`config.mk`:
```
export PLATFORM = sky130hd
export DESIGN_NAME = bus_arbiter
export DESIGN_NICKNAME = d
export VERILOG_FILES = /design/src/rtl/bus_arb_pkg.sv /design/src/rtl/rr_picker.sv /design/src/rtl/bus_arbiter.sv
export SDC_FILE = /design/constraint.sdc
export NUM_CORES = 1
export LEC_CHECK = 0
export ABC_AREA = 0
export BUFFER_PORTS_ARGS = -buffer_cell sky130_fd_sc_hd__buf_2
export CAP_MARGIN = 25
export CORE_AREA = 2 2 85 67
export CTS_CLUSTER_SIZE = 16
export DETAILED_ROUTE_END_ITERATION = 7
export DIE_AREA = 0 0 87 69
export PLACE_DENSITY = 0.56
export SYNTH_ARGS = -nofsm -noshare
export SYNTH_HDL_FRONTEND = slang
export SYNTH_SLANG_ARGS = --single-unit
```
`constraint.sdc`:
```
create_clock -name clk -period 3.25 [get_ports clk]
set_input_delay 0.65 -clock clk [delete_from_list [all_inputs] [get_ports clk]]
set_output_delay 0.65 -clock clk [all_outputs]
set_load 0.03 [all_outputs]
```
`src/rtl/bus_arb_pkg.sv`:
```
// rtl/bus_arb_pkg.sv - shared types and default sizing for the bus arbiter
package bus_arb_pkg;

    typedef enum logic [1:0] {
        IDLE     = 2'd0,
        GRANT    = 2'd1,
        CIN_WAIT = 2'd2
    } arb_state_t;

    localparam int DEF_N_SRC       = 8;
    localparam int DEF_CIN_IDX     = 0;
    localparam int DEF_MAX_BURST   = 4;
    localparam int DEF_CIN_TIMEOUT = 0;

endpackage

```
`src/rtl/rr_picker.sv`:
```
// rtl/rr_picker.sv - round-robin winner select starting at rr_ptr
module rr_picker #(
    parameter int N  = 8,
    parameter int IW = $clog2(N)
) (
    input  logic [N-1:0]  req,
    input  logic [IW-1:0] rr_ptr,
    output logic          any,
    output logic [IW-1:0] idx
);

    localparam logic [IW:0] N_W = (IW + 1)'(N);

    logic [2*N-1:0] rot;
    logic [IW-1:0]  off;
    logic           found;
    logic [IW:0]    sum;

    // Rotate a doubled request vector so rr_ptr lands at bit 0, take the
    // lowest set bit, then map the offset back to an absolute index mod N.
    always_comb begin
        rot   = {req, req} >> rr_ptr;
        off   = '0;
        found = 1'b0;
        for (int i = 0; i < N; i++) begin
            if (!found && rot[i]) begin
                found = 1'b1;
                off   = IW'(i);
            end
        end
        sum = {1'b0, rr_ptr} + {1'b0, off};
        if (sum >= N_W) begin
            sum = sum - N_W;
        end
        idx = sum[IW-1:0];
        any = |req;
    end

endmodule

```
`src/rtl/bus_arbiter.sv`:
```
// rtl/bus_arbiter.sv - round-robin owner of the shared datapath bus with Cin sequencing
module bus_arbiter
    import bus_arb_pkg::*;
#(
    parameter int N_SRC       = DEF_N_SRC,
    parameter int CIN_IDX     = DEF_CIN_IDX,
    parameter int MAX_BURST   = DEF_MAX_BURST,
    parameter int CIN_TIMEOUT = DEF_CIN_TIMEOUT
) (
    input  logic                     clk,
    input  logic                     reset,
    input  logic [N_SRC-1:0]         req,
    input  logic [N_SRC-1:0]         lock,
    input  logic                     cin_done,
    output logic [N_SRC-1:0]         write_en,
    output logic                     cin_get,
    output logic                     grant_valid,
    output logic [$clog2(N_SRC)-1:0] grant_id,
    output logic                     cin_timeout
);

    localparam int IW = $clog2(N_SRC);
    localparam int BW = $clog2(MAX_BURST + 1);
    localparam int WW = (CIN_TIMEOUT == 0) ? 1 : $clog2(CIN_TIMEOUT + 1);
    localparam logic [IW-1:0] CIN_ID = IW'(CIN_IDX);

    arb_state_t       state_q, state_d;
    logic [IW-1:0]    rr_ptr_q, rr_ptr_d;
    logic [IW-1:0]    winner_q, winner_d;
    logic [BW-1:0]    burst_cnt_q, burst_cnt_d;
    logic [WW-1:0]    wait_cnt_q, wait_cnt_d;
    logic [N_SRC-1:0] write_en_q, write_en_d;
    logic             cin_get_q, cin_get_d;
    logic             grant_valid_q, grant_valid_d;
    logic [IW-1:0]    grant_id_q, grant_id_d;
    logic             cin_timeout_q, cin_timeout_d;

    logic             pick_any;
    logic [IW-1:0]    pick_idx;

    function automatic logic [IW-1:0] next_idx(input logic [IW-1:0] v);
        return (v == IW'(N_SRC - 1)) ? '0 : v + 1'b1;
    endfunction

    rr_picker #(
        .N  (N_SRC),
        .IW (IW)
    ) u_picker (
        .req    (req),
        .rr_ptr (rr_ptr_q),
        .any    (pick_any),
        .idx    (pick_idx)
    );

    // Next-state and next-output logic; every output is computed here and registered below.
    always_comb begin
        state_d       = state_q;
        rr_ptr_d      = rr_ptr_q;
        winner_d      = winner_q;
        burst_cnt_d   = burst_cnt_q;
        wait_cnt_d    = wait_cnt_q;
        write_en_d    = '0;
        cin_get_d     = 1'b0;
        cin_timeout_d = 1'b0;
        case (state_q)
            IDLE: begin
                if (pick_any) begin
                    winner_d = pick_idx;
                    if (pick_idx == CIN_ID) begin
                        state_d    = CIN_WAIT;
                        cin_get_d  = 1'b1;
                        wait_cnt_d = WW'(1);
                    end else begin
                        state_d     = GRANT;
                        write_en_d  = N_SRC'(1) << pick_idx;
                        burst_cnt_d = BW'(1);
                    end
                end
            end
            GRANT: begin
                if (!lock[winner_q] || !req[winner_q] || burst_cnt_q == BW'(MAX_BURST)) begin
                    state_d     = IDLE;
                    rr_ptr_d    = next_idx(winner_q);
                    burst_cnt_d = '0;
                end else begin
                    burst_cnt_d = burst_cnt_q + 1'b1;
                    write_en_d  = N_SRC'(1) << winner_q;
                end
            end
            CIN_WAIT: begin
                // Abort beats cin_done, and cin_done beats the timeout.
                if (!req[CIN_IDX]) begin
                    state_d    = IDLE;
                    rr_ptr_d   = next_idx(CIN_ID);
                    wait_cnt_d = '0;
                end else if (cin_done) begin
                    state_d     = GRANT;
                    write_en_d  = N_SRC'(1) << CIN_ID;
                    burst_cnt_d = BW'(1);
                    wait_cnt_d  = '0;
                end else if (CIN_TIMEOUT != 0 && wait_cnt_q == WW'(CIN_TIMEOUT)) begin
                    state_d       = IDLE;
                    rr_ptr_d      = next_idx(CIN_ID);
                    cin_timeout_d = 1'b1;
                    wait_cnt_d    = '0;
                end else begin
                    cin_get_d = 1'b1;
                    if (!(&wait_cnt_q)) begin
                        wait_cnt_d = wait_cnt_q + 1'b1;
                    end
                end
            end
            default: begin
                state_d = IDLE;
            end
        endcase
        grant_valid_d = |write_en_d;
        grant_id_d    = grant_valid_d ? winner_d : '0;
    end

    // State, counters and registered outputs; reset clears everything at once.
    always_ff @(posedge clk or posedge reset) begin
        if (reset) begin
            state_q       <= IDLE;
            rr_ptr_q      <= '0;
            winner_q      <= '0;
            burst_cnt_q   <= '0;
            wait_cnt_q    <= '0;
            write_en_q    <= '0;
            cin_get_q     <= 1'b0;
            grant_valid_q <= 1'b0;
            grant_id_q    <= '0;
            cin_timeout_q <= 1'b0;
        end else begin
            state_q       <= state_d;
            rr_ptr_q      <= rr_ptr_d;
            winner_q      <= winner_d;
            burst_cnt_q   <= burst_cnt_d;
            wait_cnt_q    <= wait_cnt_d;
            write_en_q    <= write_en_d;
            cin_get_q     <= cin_get_d;
            grant_valid_q <= grant_valid_d;
            grant_id_q    <= grant_id_d;
            cin_timeout_q <= cin_timeout_d;
        end
    end

    assign write_en    = write_en_q;
    assign cin_get     = cin_get_q;
    assign grant_valid = grant_valid_q;
    assign grant_id    = grant_id_q;
    assign cin_timeout = cin_timeout_q;

endmodule

```
[Word-level counts from Yosys, hierarchy flattened]
Cells that the tools add are included.
Operators by class
  divide/modulo/power cells: 0
  reduce and logical (&&, ||, !) cells: 27
  equal/unequal tests: 11
  magnitude comparators: 2
  muxes and demuxes: 49
  shift-type cells: 3
  add/subtract/negate cells: 4
  bitwise gates (word level): 0
  $mul: 0
Operator list (count)
  $mux W3: 16
  $mux W8: 3
  $pmux W8 S3: 1
  $mux W1: 16
  $reduce_or A8 Y1: 2
  $shl A1 B3 Y8 const A: 2
  $shr A16 B3 Y8: 1
  $mux W2: 7
  $ne A2 B2 Y1 const B: 6
  $logic_not A1 Y1: 9
  $pmux W3 S3: 1
  $logic_and A1 B1 Y1: 7
  $add A3 B1 Y3 const B: 2
  $bmux W1 S3: 2
  $eq A3 B3 Y1 const B: 2
  $pmux W2 S3: 1
  $pmux W3 S2: 1
  $reduce_and A3 Y1: 2
  $reduce_and A5 Y1: 1
  $add A3 B3 Y4: 1
  $ge A4 B4 Y1 const B: 1
  $lt A3 B4 Y1 const B: 1
  $logic_not A3 Y1: 1
  $ne A3 B3 Y1 const B: 1
  8 further kinds: 9
Storage, ports and cells
  bits in writable memories: 0
  memory bits (read-only): 0
  word-level logic and storage cells: 104
  bits of input ports: 19
  flip-flop bits (word level): 24
  latch bits: 0
  memories kept: 0

[Depth between registers and ports, before layout]
Gate-level depths: netlist of the first run.
  depth after elaboration: 32
  depth in mapped cells: 14
  gate-level depth less buffers: 12

[Hierarchy]
Synthesis of the first run repeated with hierarchy kept, for this count alone.
Second synthesis, totals
  cell total of the unflattened synthesis: 234
  area total of the unflattened synthesis: 2080.7 µm²
Modules (own cells, without submodules)
  bus_arbiter: cells each 137, area each 1331.3 µm², instances 1
  rr_picker: cells each 97, area each 749.5 µm², instances 1

[Worst setup path after synthesis of the first run]
No wires, ideal clock.
  path type: in2reg
  start point: input port req[0]
  end point: register cin_get_q (netlist: cin_get)
  library setup time: 78 ps
  cell stages on the path: 11
  setup slack: -32 ps
  arrival: 3204 ps
  cell sequence: clkbuf_1 -> a22oi_1 -> mux4_2 -> nand2_1 -> a41o_1 -> ha_1 -> inv_1 -> fa_1 -> nand2_1 -> or4_1 -> a21oi_1
Between the ends
  cells in the longest elaborated chain, start to end: 30
  elaborated cells between the ends (all ways): 39
Ends and longest elaborated chain
  start: declaration: RTL line bus_arbiter.sv:12  | input logic [N_SRC-1:0] req,
  $shr A16 B3 Y8: RTL line rr_picker.sv:22  | rot = {req, req} >> rr_ptr;
  $mux W1: RTL line rr_picker.sv:26  | if (!found && rot[i]) begin
  $logic_not A1 Y1: RTL line rr_picker.sv:26
  $logic_and A1 B1 Y1: RTL line rr_picker.sv:26
  $mux W1: RTL line rr_picker.sv:26
  $logic_not A1 Y1: RTL line rr_picker.sv:26
  $logic_and A1 B1 Y1: RTL line rr_picker.sv:26
  $mux W1: RTL line rr_picker.sv:26
  [15 not listed]
  $add A3 B3 Y4: RTL line rr_picker.sv:31  | sum = {1'b0, rr_ptr} + {1'b0, off};
  $ge A4 B4 Y1 / $sub A3 B1 Y3 (equally long branches): RTL line rr_picker.sv:32, rr_picker.sv:33
  $mux W3: RTL line rr_picker.sv:32  | if (sum >= N_W) begin
  $logic_not A3 Y1: RTL line bus_arbiter.sv:69  | if (pick_idx == CIN_ID) begin
  $mux W1: RTL line bus_arbiter.sv:69
  $mux W1: RTL line bus_arbiter.sv:67  | if (pick_any) begin
  $pmux W1 S2 *: RTL line bus_arbiter.sv:65  | case (state_q)
  via cin_get_d: RTL line bus_arbiter.sv:33  | logic cin_get_q, cin_get_d;
  end signal: assignment: RTL line bus_arbiter.sv:141  | cin_get_q <= cin_get_d;
  end: declaration: RTL line bus_arbiter.sv:33
The timed path passes the listed nets; every way through them passes the cells marked *.
A chain may end at the register's enable or synchronous reset.

[Final worst setup path of the first run]
  start point: register rr_ptr_q[1]
  end point: register state_q[1]
Between the ends
  cells in the longest elaborated chain, start to end: 30
  elaborated cells between the ends (all ways): 37
Ends and longest elaborated chain
  start: declaration: RTL line bus_arbiter.sv:28  | logic [IW-1:0] rr_ptr_q, rr_ptr_d;
  start signal: assignment: RTL line bus_arbiter.sv:136  | rr_ptr_q <= rr_ptr_d;
  $shr A16 B3 Y8: RTL line rr_picker.sv:22
  $mux W1: RTL line rr_picker.sv:26
  $logic_not A1 Y1: RTL line rr_picker.sv:26
  $logic_and A1 B1 Y1: RTL line rr_picker.sv:26
  $mux W1: RTL line rr_picker.sv:26
  $logic_not A1 Y1: RTL line rr_picker.sv:26
  $logic_and A1 B1 Y1: RTL line rr_picker.sv:26
  $mux W1: RTL line rr_picker.sv:26
  [14 not listed]
  $mux W3: RTL line rr_picker.sv:26
  $add A3 B3 Y4 *: RTL line rr_picker.sv:31
  $ge A4 B4 Y1 / $sub A3 B1 Y3 (equally long branches): RTL line rr_picker.sv:32, rr_picker.sv:33
  $mux W3 *: RTL line rr_picker.sv:32
  $logic_not A3 Y1 *: RTL line bus_arbiter.sv:69
  $mux W2 *: RTL line bus_arbiter.sv:69
  $mux W2 *: RTL line bus_arbiter.sv:67
  $pmux W2 S3 *: RTL line bus_arbiter.sv:65
  end signal: assignment: RTL line bus_arbiter.sv:135  | state_q <= state_d;
  end: declaration: RTL line bus_arbiter.sv:27  | arb_state_t state_q, state_d;
Mark *: on every way between the ends. The rest lies on a longest branch, timed or not. The select of a mux whose other input is x is not followed.

==> flow_summary.html, run 1 <==
<table>
<tr><th>Metric</th><th>Value</th></tr>
<tr><th colspan="2">Placed design</th></tr>
<tr><td>Worst setup slack after placement</td><td>-0.168 ns</td></tr>
<tr><td>Routability-driven placement congestion ratio</td><td>about 0.84</td></tr>
<tr><td>Port Buffer Count</td><td>31</td></tr>
<tr><td>Sum of net half-perimeters after detailed placement</td><td>between 3000 and 4000 µm</td></tr>
<tr><th colspan="2">Setup path</th></tr>
<tr><td>Largest stage delay on the critical path</td><td>~0.6 ns</td></tr>
<tr><td>Kind of critical path</td><td>reg -&gt; reg</td></tr>
<tr><td>Worst Path Max Fanout</td><td>8</td></tr>
<tr><td>Worst path required time</td><td>about 3.5 ns</td></tr>
<tr><td>Terminus of the critical flop-to-flop path</td><td>state_q[1]</td></tr>
<tr><td>Cell with the largest stage delay on the worst path</td><td>fa_2</td></tr>
<tr><td>Crit path cell chain</td><td>buf_6 &gt; mux2i_2 &gt; buf_4 &gt; mux4_2 &gt; nand2_1 &gt; a41o_1 &gt; ha_2 &gt; inv_2 &gt; fa_2 &gt; nand2_4 &gt; or4_4 &gt; a21oi_2</td></tr>
<tr><td>Data arrival time at the worst-slack endpoint</td><td>3.42 ns</td></tr>
<tr><td>Startpoint types</td><td>flop</td></tr>
<tr><td>Critical Path End Type</td><td>flop</td></tr>
<tr><td>Worst reg2reg path depth</td><td>12</td></tr>
<tr><td>Flop2flop setup slack</td><td>~0.031 ns</td></tr>
<tr><td>Launch instance of the worst register-to-register path</td><td>rr_ptr_q[1]</td></tr>
<tr><th colspan="2">Floorplan</th></tr>
<tr><td>X dimension of the die</td><td>87 µm</td></tr>
<tr><td>Die outline height</td><td>a little under 70 µm</td></tr>
<tr><td>Std-Cell Rows</td><td>23</td></tr>
<tr><td>Initial Utilization</td><td>between 30% and 40%</td></tr>
<tr><td>Total Die Area</td><td>around 6000 µm²</td></tr>
<tr><td>Floorplan Core Area</td><td>between 5000 and 6000 µm²</td></tr>
<tr><td>Count of boundary I/O pins</td><td>33</td></tr>
<tr><th colspan="2">Synth</th></tr>
<tr><td>Post-synthesis cell type count</td><td>51</td></tr>
<tr><td>Main synth FF type</td><td>dfrtp_1</td></tr>
<tr><td>Number of synthesized register bits</td><td>24</td></tr>
<tr><td>Synthesized net count</td><td>229</td></tr>
<tr><td>Synthesized area</td><td>roughly 1800 µm²</td></tr>
<tr><td>Sequential area share after synthesis</td><td>34.2%</td></tr>
<tr><td>Average cell area after synthesis</td><td>just under 9 µm²</td></tr>
<tr><td>Cell count after synthesis</td><td>200</td></tr>
<tr><td>Post-synth ARST share</td><td>100%</td></tr>
<tr><td>Number of warnings reported in the yosys synthesis log</td><td>0</td></tr>
<tr><td>Count of flip-flops with a built-in enable after synthesis</td><td>0</td></tr>
<tr><th colspan="2">CTS</th></tr>
<tr><td>CTS tree</td><td>yes</td></tr>
<tr><td>Clock sinks</td><td>24</td></tr>
<tr><td>Number of buffers inserted during clock tree synthesis</td><td>3</td></tr>
<tr><td>Clk slew on worst S/H paths</td><td>0.09 ns</td></tr>
<tr><td>Hold buffer count at CTS</td><td>0</td></tr>
<tr><td>Maximum root-to-sink buffer count</td><td>2</td></tr>
<tr><td>Maximum level of the CTS H-tree</td><td>1</td></tr>
<tr><td>CTS Root Buffer Type</td><td>clkbuf_8</td></tr>
<tr><td>Clock latency on the worst-skew pair</td><td>0.27 ns</td></tr>
<tr><th colspan="2">Final layout</th></tr>
<tr><td>Nets</td><td>290</td></tr>
<tr><td>Most common cell after layout, fill and taps aside</td><td>buf_4</td></tr>
<tr><td>Synth-to-Final Area Change</td><td>37.7%</td></tr>
<tr><td>Share of the core filled with cells in the final layout</td><td>a little under half</td></tr>
<tr><td>Share of post-route cells with drive strength above 1</td><td>40.0%</td></tr>
<tr><td>Antenna fix cells</td><td>0</td></tr>
<tr><td>Commonest non-fill, non-tap cells in the layout</td><td>33 x buf_4, 31 x buf_2, 26 x nand2_1, 23 x dfrtp_1</td></tr>
<tr><th colspan="2">Power and ir drop</th></tr>
<tr><td>PwrDens</td><td>1160 nW/µm²</td></tr>
<tr><td>IR drop worst, VDD</td><td>0.000414 V</td></tr>
<tr><td>Leakage power</td><td>~0.0012 µW</td></tr>
<tr><td>Tot Pwr</td><td>2810 µW</td></tr>
<tr><th colspan="2">STA</th></tr>
<tr><td>Time the final worst path needs with I/O delays and setup</td><td>3.22 ns</td></tr>
<tr><td>Post-route worst setup slack</td><td>roughly 0.031 ns</td></tr>
<tr><td>Setup-violating endpoint count in the final report</td><td>0</td></tr>
<tr><td>Setup repair after global routing missed its margin</td><td>yes</td></tr>
<tr><td>Number of failing hold endpoints at the final stage</td><td>0</td></tr>
<tr><td>Highest clock frequency the design can meet</td><td>311 MHz</td></tr>
<tr><td>Minimum hold slack</td><td>approximately 0.24 ns</td></tr>
<tr><td>Post-route fraction of the period consumed by the critical path</td><td>between 90 and 100%</td></tr>
<tr><td>Number of pins with negative max-slew slack in the final report</td><td>0</td></tr>
<tr><td>Final Skew</td><td>between 0.007 and 0.008 ns</td></tr>
<tr><th colspan="2">Global routing</th></tr>
<tr><td>Number of global-route vias before repair</td><td>about 1500</td></tr>
<tr><td>First-pass GRT wire length</td><td>between 7000 and 8000 µm</td></tr>
<tr><td>Pin count of the biggest net entering global routing</td><td>25</td></tr>
<tr><td>Total global routing overflow</td><td>0</td></tr>
<tr><td>Number of antenna violations at the first check in global routing</td><td>0</td></tr>
<tr><td>Global-route total usage across every layer</td><td>around 15%</td></tr>
<tr><th colspan="2">Drt</th></tr>
<tr><td>Drt initial violations</td><td>roughly 100</td></tr>
<tr><td>Number of vias after detailed routing</td><td>1698</td></tr>
<tr><td>Number of detailed-routing iterations run before antenna repair</td><td>4</td></tr>
<tr><td>Routed length per instance</td><td>14.3 µm</td></tr>
<tr><td>ANT nets after route</td><td>0</td></tr>
<tr><td>Average vias per placed instance</td><td>roughly 5.3</td></tr>
<tr><td>DRT Wirelength</td><td>4610 µm</td></tr>
<tr><td>Final routed DRC violation total</td><td>0</td></tr>
<tr><th colspan="2">Status</th></tr>
<tr><td>Result of the run</td><td>complete, no violations</td></tr>
<tr><th colspan="2">Hold path</th></tr>
<tr><td>Hold/Removal Path Class</td><td>in -&gt; async</td></tr>
<tr><th colspan="2">Flow run</th></tr>
<tr><td>Number of max-capacitance violations reported</td><td>0</td></tr>
</table>
flip-flops by register name, indices dropped and copies added, names as in the netlist:
signal and count:
write_en 8, cin_get 1, winner_q 3, rr_ptr_q 3, burst_cnt_q 3, grant_valid 1, grant_id 3, state_q 2
logic make-up after synthesis:
group                      after synthesis  synth area share, %
and+or+nand+nor                         69                 18.5
xor gates and xnor gates                 1                0.926
other                                    1                0.213
adders and majority gates               10                 7.54
buffers and inverters                   28                 6.76
muxes                                   14                 10.9
DFF                                     24                 34.2
AOI/OAI and AO/OA                       53                 21.0
power by group:
part           total (µW)  internal (µW)  switching [µW]
clock                 263            165            98.2
combinational        1980            925            1050
sequential            566            424             143
worst max-delay path, delay by kind of cell, from the launching register on:
| family | cells | cell delay, ns |
|---|---|---|
| fa+ha+maj | 2 | 0.77 |
| mux | 2 | 0.62 |
| simple gates | 3 | 0.65 |
| flops | 1 | 0.50 |
| buf+inv | 3 | 0.33 |
| compound gates | 2 | 0.27 |
repair_timing:
action	4_1_cts	5_1_grt
buffers inserted	0	3
setup endpoints to repair	6	8
pin swaps	0	10
gates resized for setup	1	28
layer usage:
layer	track usage (%)	share of wire (%)	wire length [µm]
met1	24.8	50	2320
met2	20.4	44	2010
met3	3.47	6.2	284
met4	1.22	0	0
met5	0	0	0
area by class of cell:
| type | instances | area, µm² |
|---|---|---|
| clock buffer | 3 | 41.3 |
| sequential | 24 | 602 |
| clock inverter | 1 | 30.0 |
| timing repair buffer | 67 | 453 |
| tap | 62 | 77.6 |
| fill | 496 | 2730 |
| inverter | 17 | 63.8 |
| multi-input combinational | 148 | 1150 |
cells in the mapped netlist, drive strengths merged (2+ instances only):
library cell | number | area share [%]
nand2b | 2 | 0.71
ha | 9 | 6.4
mux2i | 9 | 5.1
nand2 | 27 | 5.8
o21ai | 14 | 4.0
buf | 4 | 1.6
nand3b | 2 | 0.85
inv | 17 | 3.6
nor2b | 2 | 0.71
a21o | 2 | 0.85
o41ai | 2 | 1.4
nand3 | 5 | 1.4
o211ai | 3 | 1.3
clkbuf | 7 | 1.5
nor3b | 3 | 1.3
mux4 | 4 | 5.1
or4 | 4 | 1.7
a22oi | 2 | 0.85
a32o | 2 | 1.1
nor2 | 19 | 4.2
a21oi | 12 | 3.6
o32ai | 2 | 1.0
dfrtp | 24 | 34
a21boi | 2 | 0.85
stage by stage:
step | TNS (ns) | instances | area [µm²]
floorplan | 0 | 200 | 1760
detailed placement | -0.904 | 315 | 2190
global route | -0.134 | 322 | 2420
finish | 0 | 322 | 2420
global placement | -0.613 | 315 | 2190
CTS | 0 | 319 | 2260
worst max path at each step:
stage / end / slack (ns) / cells after the start / from
final: state_q[1] / 0.03 / 12 / rr_ptr_q[1]
after global routing: cin_get / -0.07 / 11 / rr_ptr_q[1]
after CTS: burst_cnt_q[2] / 0.007 / 12 / rr_ptr_q[1]
after detailed placement: cin_get / -0.17 / 12 / req[2]
after global placement: cin_get / -0.12 / 11 / req[3]
after floorplan: cin_get / 0.01 / 14 / rr_ptr_q[1]
Power figures use the tool's default switching activity.
==> inputs of run 2 (changes only) <==
Settings changed: ABC_AREA 0 to 1, CORE_AREA 2 2 85 67 to 2 2 87 68, DIE_AREA 0 0 87 69 to 0 0 89 70, PLACE_DENSITY 0.56 to 0.55.
==> run 2 against run 1 <==
Effect of this change: the flow now finishes with violations (negative setup slack); sequential cell count did not move; non-clock buffer count rose by 6; utilization increased by 2.6 points; critical path type unchanged; highest routed layer is now met4.
==> flow_summary.html, run 2 <==
<table>
<tr><th>Metric</th><th>Value</th></tr>
<tr><th colspan="2">Drt</th></tr>
<tr><td>ANT nets after route</td><td>0</td></tr>
<tr><td>Drt initial violations</td><td>75</td></tr>
<tr><td>Routed length per instance</td><td>12.9 µm</td></tr>
<tr><td>Final routed DRC violation total</td><td>0</td></tr>
<tr><td>Number of vias after detailed routing</td><td>1862</td></tr>
<tr><td>Number of detailed-routing iterations run before antenna repair</td><td>4</td></tr>
<tr><td>Average vias per placed instance</td><td>~4.7</td></tr>
<tr><td>DRT Wirelength</td><td>around 5100 µm</td></tr>
<tr><th colspan="2">Global routing</th></tr>
<tr><td>Number of antenna violations at the first check in global routing</td><td>0</td></tr>
<tr><td>Pin count of the biggest net entering global routing</td><td>25</td></tr>
<tr><td>First-pass GRT wire length</td><td>8160 µm</td></tr>
<tr><td>Number of global-route vias before repair</td><td>1766</td></tr>
<tr><td>Total global routing overflow</td><td>0</td></tr>
<tr><td>Global-route total usage across every layer</td><td>between 10% and 20%</td></tr>
<tr><th colspan="2">CTS</th></tr>
<tr><td>Maximum root-to-sink buffer count</td><td>2</td></tr>
<tr><td>Clock sinks</td><td>24</td></tr>
<tr><td>CTS tree</td><td>yes</td></tr>
<tr><td>Maximum level of the CTS H-tree</td><td>1</td></tr>
<tr><td>CTS Root Buffer Type</td><td>clkbuf_8</td></tr>
<tr><td>Number of buffers inserted during clock tree synthesis</td><td>3</td></tr>
<tr><td>Clk slew on worst S/H paths</td><td>roughly 0.080 ns</td></tr>
<tr><td>Clock latency on the worst-skew pair</td><td>~0.27 ns</td></tr>
<tr><th colspan="2">Synth</th></tr>
<tr><td>Main synth FF type</td><td>dfrtp_1</td></tr>
<tr><td>Synthesized area</td><td>1810 µm²</td></tr>
<tr><td>Cell type with the highest aggregate area in the netlist</td><td>dfrtp_1</td></tr>
<tr><td>Post-synthesis cell type count</td><td>32</td></tr>
<tr><td>Post-synth top area share</td><td>~33%</td></tr>
<tr><td>Count of flip-flops with a built-in enable after synthesis</td><td>0</td></tr>
<tr><td>Number of warnings reported in the yosys synthesis log</td><td>0</td></tr>
<tr><td>Most instantiated library cell after synthesis</td><td>nand3_1</td></tr>
<tr><td>Leading post-synthesis cells by cell area</td><td>dfrtp_1 33%, nand3_1 14%, nand2_1 9.5%, inv_1 7.0%, ha_1 6.2%</td></tr>
<tr><td>Top post-synthesis cells by count</td><td>50 x nand3_1, 46 x nand2_1, 34 x inv_1</td></tr>
<tr><td>Sequential area share after synthesis</td><td>roughly a third</td></tr>
<tr><td>Post-synth ARST share</td><td>between 90% and 100%</td></tr>
<tr><td>Number of synthesized register bits</td><td>24</td></tr>
<tr><td>Synthesized net count</td><td>between 200 and 300</td></tr>
<tr><td>Average cell area after synthesis</td><td>7.33 µm²</td></tr>
<tr><td>Cell count after synthesis</td><td>roughly 250</td></tr>
<tr><th colspan="2">Floorplan</th></tr>
<tr><td>Initial Utilization</td><td>approximately 33%</td></tr>
<tr><td>X dimension of the die</td><td>89 µm</td></tr>
<tr><td>Std-Cell Rows</td><td>24</td></tr>
<tr><td>Total Die Area</td><td>slightly above 6000 µm²</td></tr>
<tr><td>Die outline height</td><td>around 70 µm</td></tr>
<tr><td>Count of boundary I/O pins</td><td>33</td></tr>
<tr><td>Floorplan Core Area</td><td>5530 µm²</td></tr>
<tr><th colspan="2">Flow run</th></tr>
<tr><td>Number of max-capacitance violations reported</td><td>0</td></tr>
<tr><th colspan="2">STA</th></tr>
<tr><td>Time the final worst path needs with I/O delays and setup</td><td>approximately 3.3 ns</td></tr>
<tr><td>Setup-violating endpoint count in the final report</td><td>4</td></tr>
<tr><td>Number of pins with negative max-slew slack in the final report</td><td>0</td></tr>
<tr><td>Slew @ Worst Pin</td><td>approximately 0.88 ns</td></tr>
<tr><td>Remaining max-slew budget at the tightest pin</td><td>a little over 40%</td></tr>
<tr><td>Setup repair after global routing missed its margin</td><td>yes</td></tr>
<tr><td>Final Skew</td><td>a little under 0.003 ns</td></tr>
<tr><td>Post-route worst setup slack</td><td>-0.0417 ns</td></tr>
<tr><td>Post-route fraction of the period consumed by the critical path</td><td>101%</td></tr>
<tr><td>Highest clock frequency the design can meet</td><td>slightly above 300 MHz</td></tr>
<tr><td>Number of failing hold endpoints at the final stage</td><td>0</td></tr>
<tr><th colspan="2">Final layout</th></tr>
<tr><td>Most common cell after layout, fill and taps aside</td><td>buf_4</td></tr>
<tr><td>Nets</td><td>350</td></tr>
<tr><td>Largest register FFs</td><td>8</td></tr>
<tr><td>Share of post-route cells with drive strength above 1</td><td>around half</td></tr>
<tr><td>Synth-to-Final Area Change</td><td>51.1%</td></tr>
<tr><td>Summed area of non-filler cells in the final layout</td><td>between 2000 and 3000 µm²</td></tr>
<tr><td>Antenna fix cells</td><td>0</td></tr>
<tr><td>Commonest non-fill, non-tap cells in the layout</td><td>38 x buf_4, 33 x nand2_1, 31 x inv_1, 31 x buf_2, 27 x nand3_1</td></tr>
<tr><th colspan="2">Hold path</th></tr>
<tr><td>Startpoint of the lowest-slack hold path</td><td>burst_cnt_q[1]</td></tr>
<tr><td>Endpoint, Worst Hold</td><td>burst_cnt_q[1]</td></tr>
<tr><td>Count of cells along the worst hold path</td><td>2</td></tr>
<tr><td>Hold/Removal Path Class</td><td>reg -&gt; reg</td></tr>
<tr><th colspan="2">Placed design</th></tr>
<tr><td>Port Buffer Count</td><td>31</td></tr>
<tr><td>Area after detailed placement</td><td>2280 µm²</td></tr>
<tr><td>Sum of net half-perimeters after detailed placement</td><td>3670 µm</td></tr>
<tr><td>Worst setup slack after placement</td><td>-0.199 ns</td></tr>
<tr><td>Routability-driven placement congestion ratio</td><td>0.819</td></tr>
<tr><th colspan="2">Setup path</th></tr>
<tr><td>Largest stage delay on the critical path</td><td>a little under 0.5 ns</td></tr>
<tr><td>Worst path required time</td><td>3.40 ns</td></tr>
<tr><td>Worst reg2reg path depth</td><td>22</td></tr>
<tr><td>Cell with the largest stage delay on the worst path</td><td>dfrtp_2</td></tr>
<tr><td>Data arrival time at the worst-slack endpoint</td><td>3.45 ns</td></tr>
<tr><td>Startpoint types</td><td>flop</td></tr>
<tr><td>Launch instance of the worst register-to-register path</td><td>rr_ptr_q[0]</td></tr>
<tr><td>Terminus of the critical flop-to-flop path</td><td>grant_id[1]</td></tr>
<tr><td>Crit path cell chain</td><td>buf_6 &gt; nand2_2 &gt; nand3_2 &gt; nand3_2 &gt; o21a_1 &gt; nand3_4 &gt; nor2_4 &gt; nand3_2 &gt; o221ai_2 &gt; ha_2 &gt; inv_2 &gt; fa_2 &gt; xnor2_4 &gt; inv_1 &gt; nand2_2 &gt; buf_6 &gt; nand3_1 &gt; nand2_1 &gt; nor2_1 &gt; nand2_2 &gt; nor2_4 &gt; nor2_1</td></tr>
<tr><td>Flop2flop setup slack</td><td>-0.04 ns</td></tr>
<tr><td>Kind of critical path</td><td>reg -&gt; reg</td></tr>
<tr><td>Worst Path Max Fanout</td><td>5</td></tr>
<tr><td>Critical Path End Type</td><td>flop</td></tr>
<tr><th colspan="2">Status</th></tr>
<tr><td>Result of the run</td><td>finished with violations</td></tr>
<tr><td>Violations in the final reports</td><td>negative setup slack</td></tr>
</table>
run 2: changes by cell type in the layout (fill, tap and decap cells not counted), sizes merged, moves of 3 or more:
cell,before,now
o211ai,3,0
o21ai,14,10
inv,17,36
or4,4,0
a21oi,12,5
nor3b,3,0
nand2,27,62
mux4,4,0
nand3,5,55
buf,67,73
mux2i,9,0
nor2,19,25
run 2: what timing repair did:
item                       in CTS  in global routing
hold endpoints to repair        0                  0
gates resized for setup        32                 42
setup buffers                   7                  3
pin swaps                      20                 30
hold buffers                    0                  0
setup endpoints to repair       5                 11
run 2: cell type report:
type,count,area (µm²)
repair buffers,73,485
flip-flops and latches,24,603
fillers,554,2790
multi-input cells,183,1340
well taps,78,97.6
clock buffers,3,41.3
clock inverters,1,30.0
inverters,36,143
run 2: critical path: cells and delay by family, from the launching register on:
family / cells / cell delay [ns]
AOI/OAI and AO/OA: 2 / 0.28
xor gates and xnor gates: 1 / 0.17
adders and majority gates: 2 / 0.62
buffers and inverters: 4 / 0.39
DFF: 1 / 0.49
and+or+nand+nor: 13 / 1.22
run 2: worst max-delay path by stage:
stage	start	end	slack, ns	depth (start not counted)
floorplan	req[6]	grant_id[1]	0.15	22
global placement	req[5]	grant_id[1]	-0.15	24
detailed placement	req[6]	grant_id[0]	-0.20	24
CTS	rr_ptr_q[0]	grant_id[0]	0.01	24
global route	rr_ptr_q[0]	grant_id[1]	-0.18	22
finish	rr_ptr_q[0]	grant_id[1]	-0.04	22
run 2: routing by layer:
metal,wire length (µm),track usage (%)
met1,2500,25.0
met5,0,0
met3,208,3.19
met2,2420,25.2
met4,16,0.995
run 2: cells by family after synthesis:
group / Yosys count / synth area share (%)
buf+inv: 40 / 9.67
flops: 24 / 33.1
fa+ha+maj: 10 / 7.32
other cells: 1 / 0.207
simple gates: 144 / 39.4
compound gates: 26 / 9.25
xor+xnor: 2 / 0.967
run 2: stage by stage:
stage / cells / hold slack [ns] / util [%] / TNS, ns
6_report: 398 / 0.525 / 49.5 / -0.128
5_1_grt: 398 / 0.568 / 49.5 / -1.21
4_1_cts: 396 / 0.527 / 45.9 / 0
3_5_place_dp: 385 / 0.507 / 41.2 / -1.38
3_3_place_gp: 385 / 0.503 / 41.2 / -0.671
2_1_floorplan: 247 / 0.467 / - / 0
Power of run 2 is left out: the tool's default activity adds up to more than one toggle a clock period on the data nets, which glitch-free logic cannot reach.
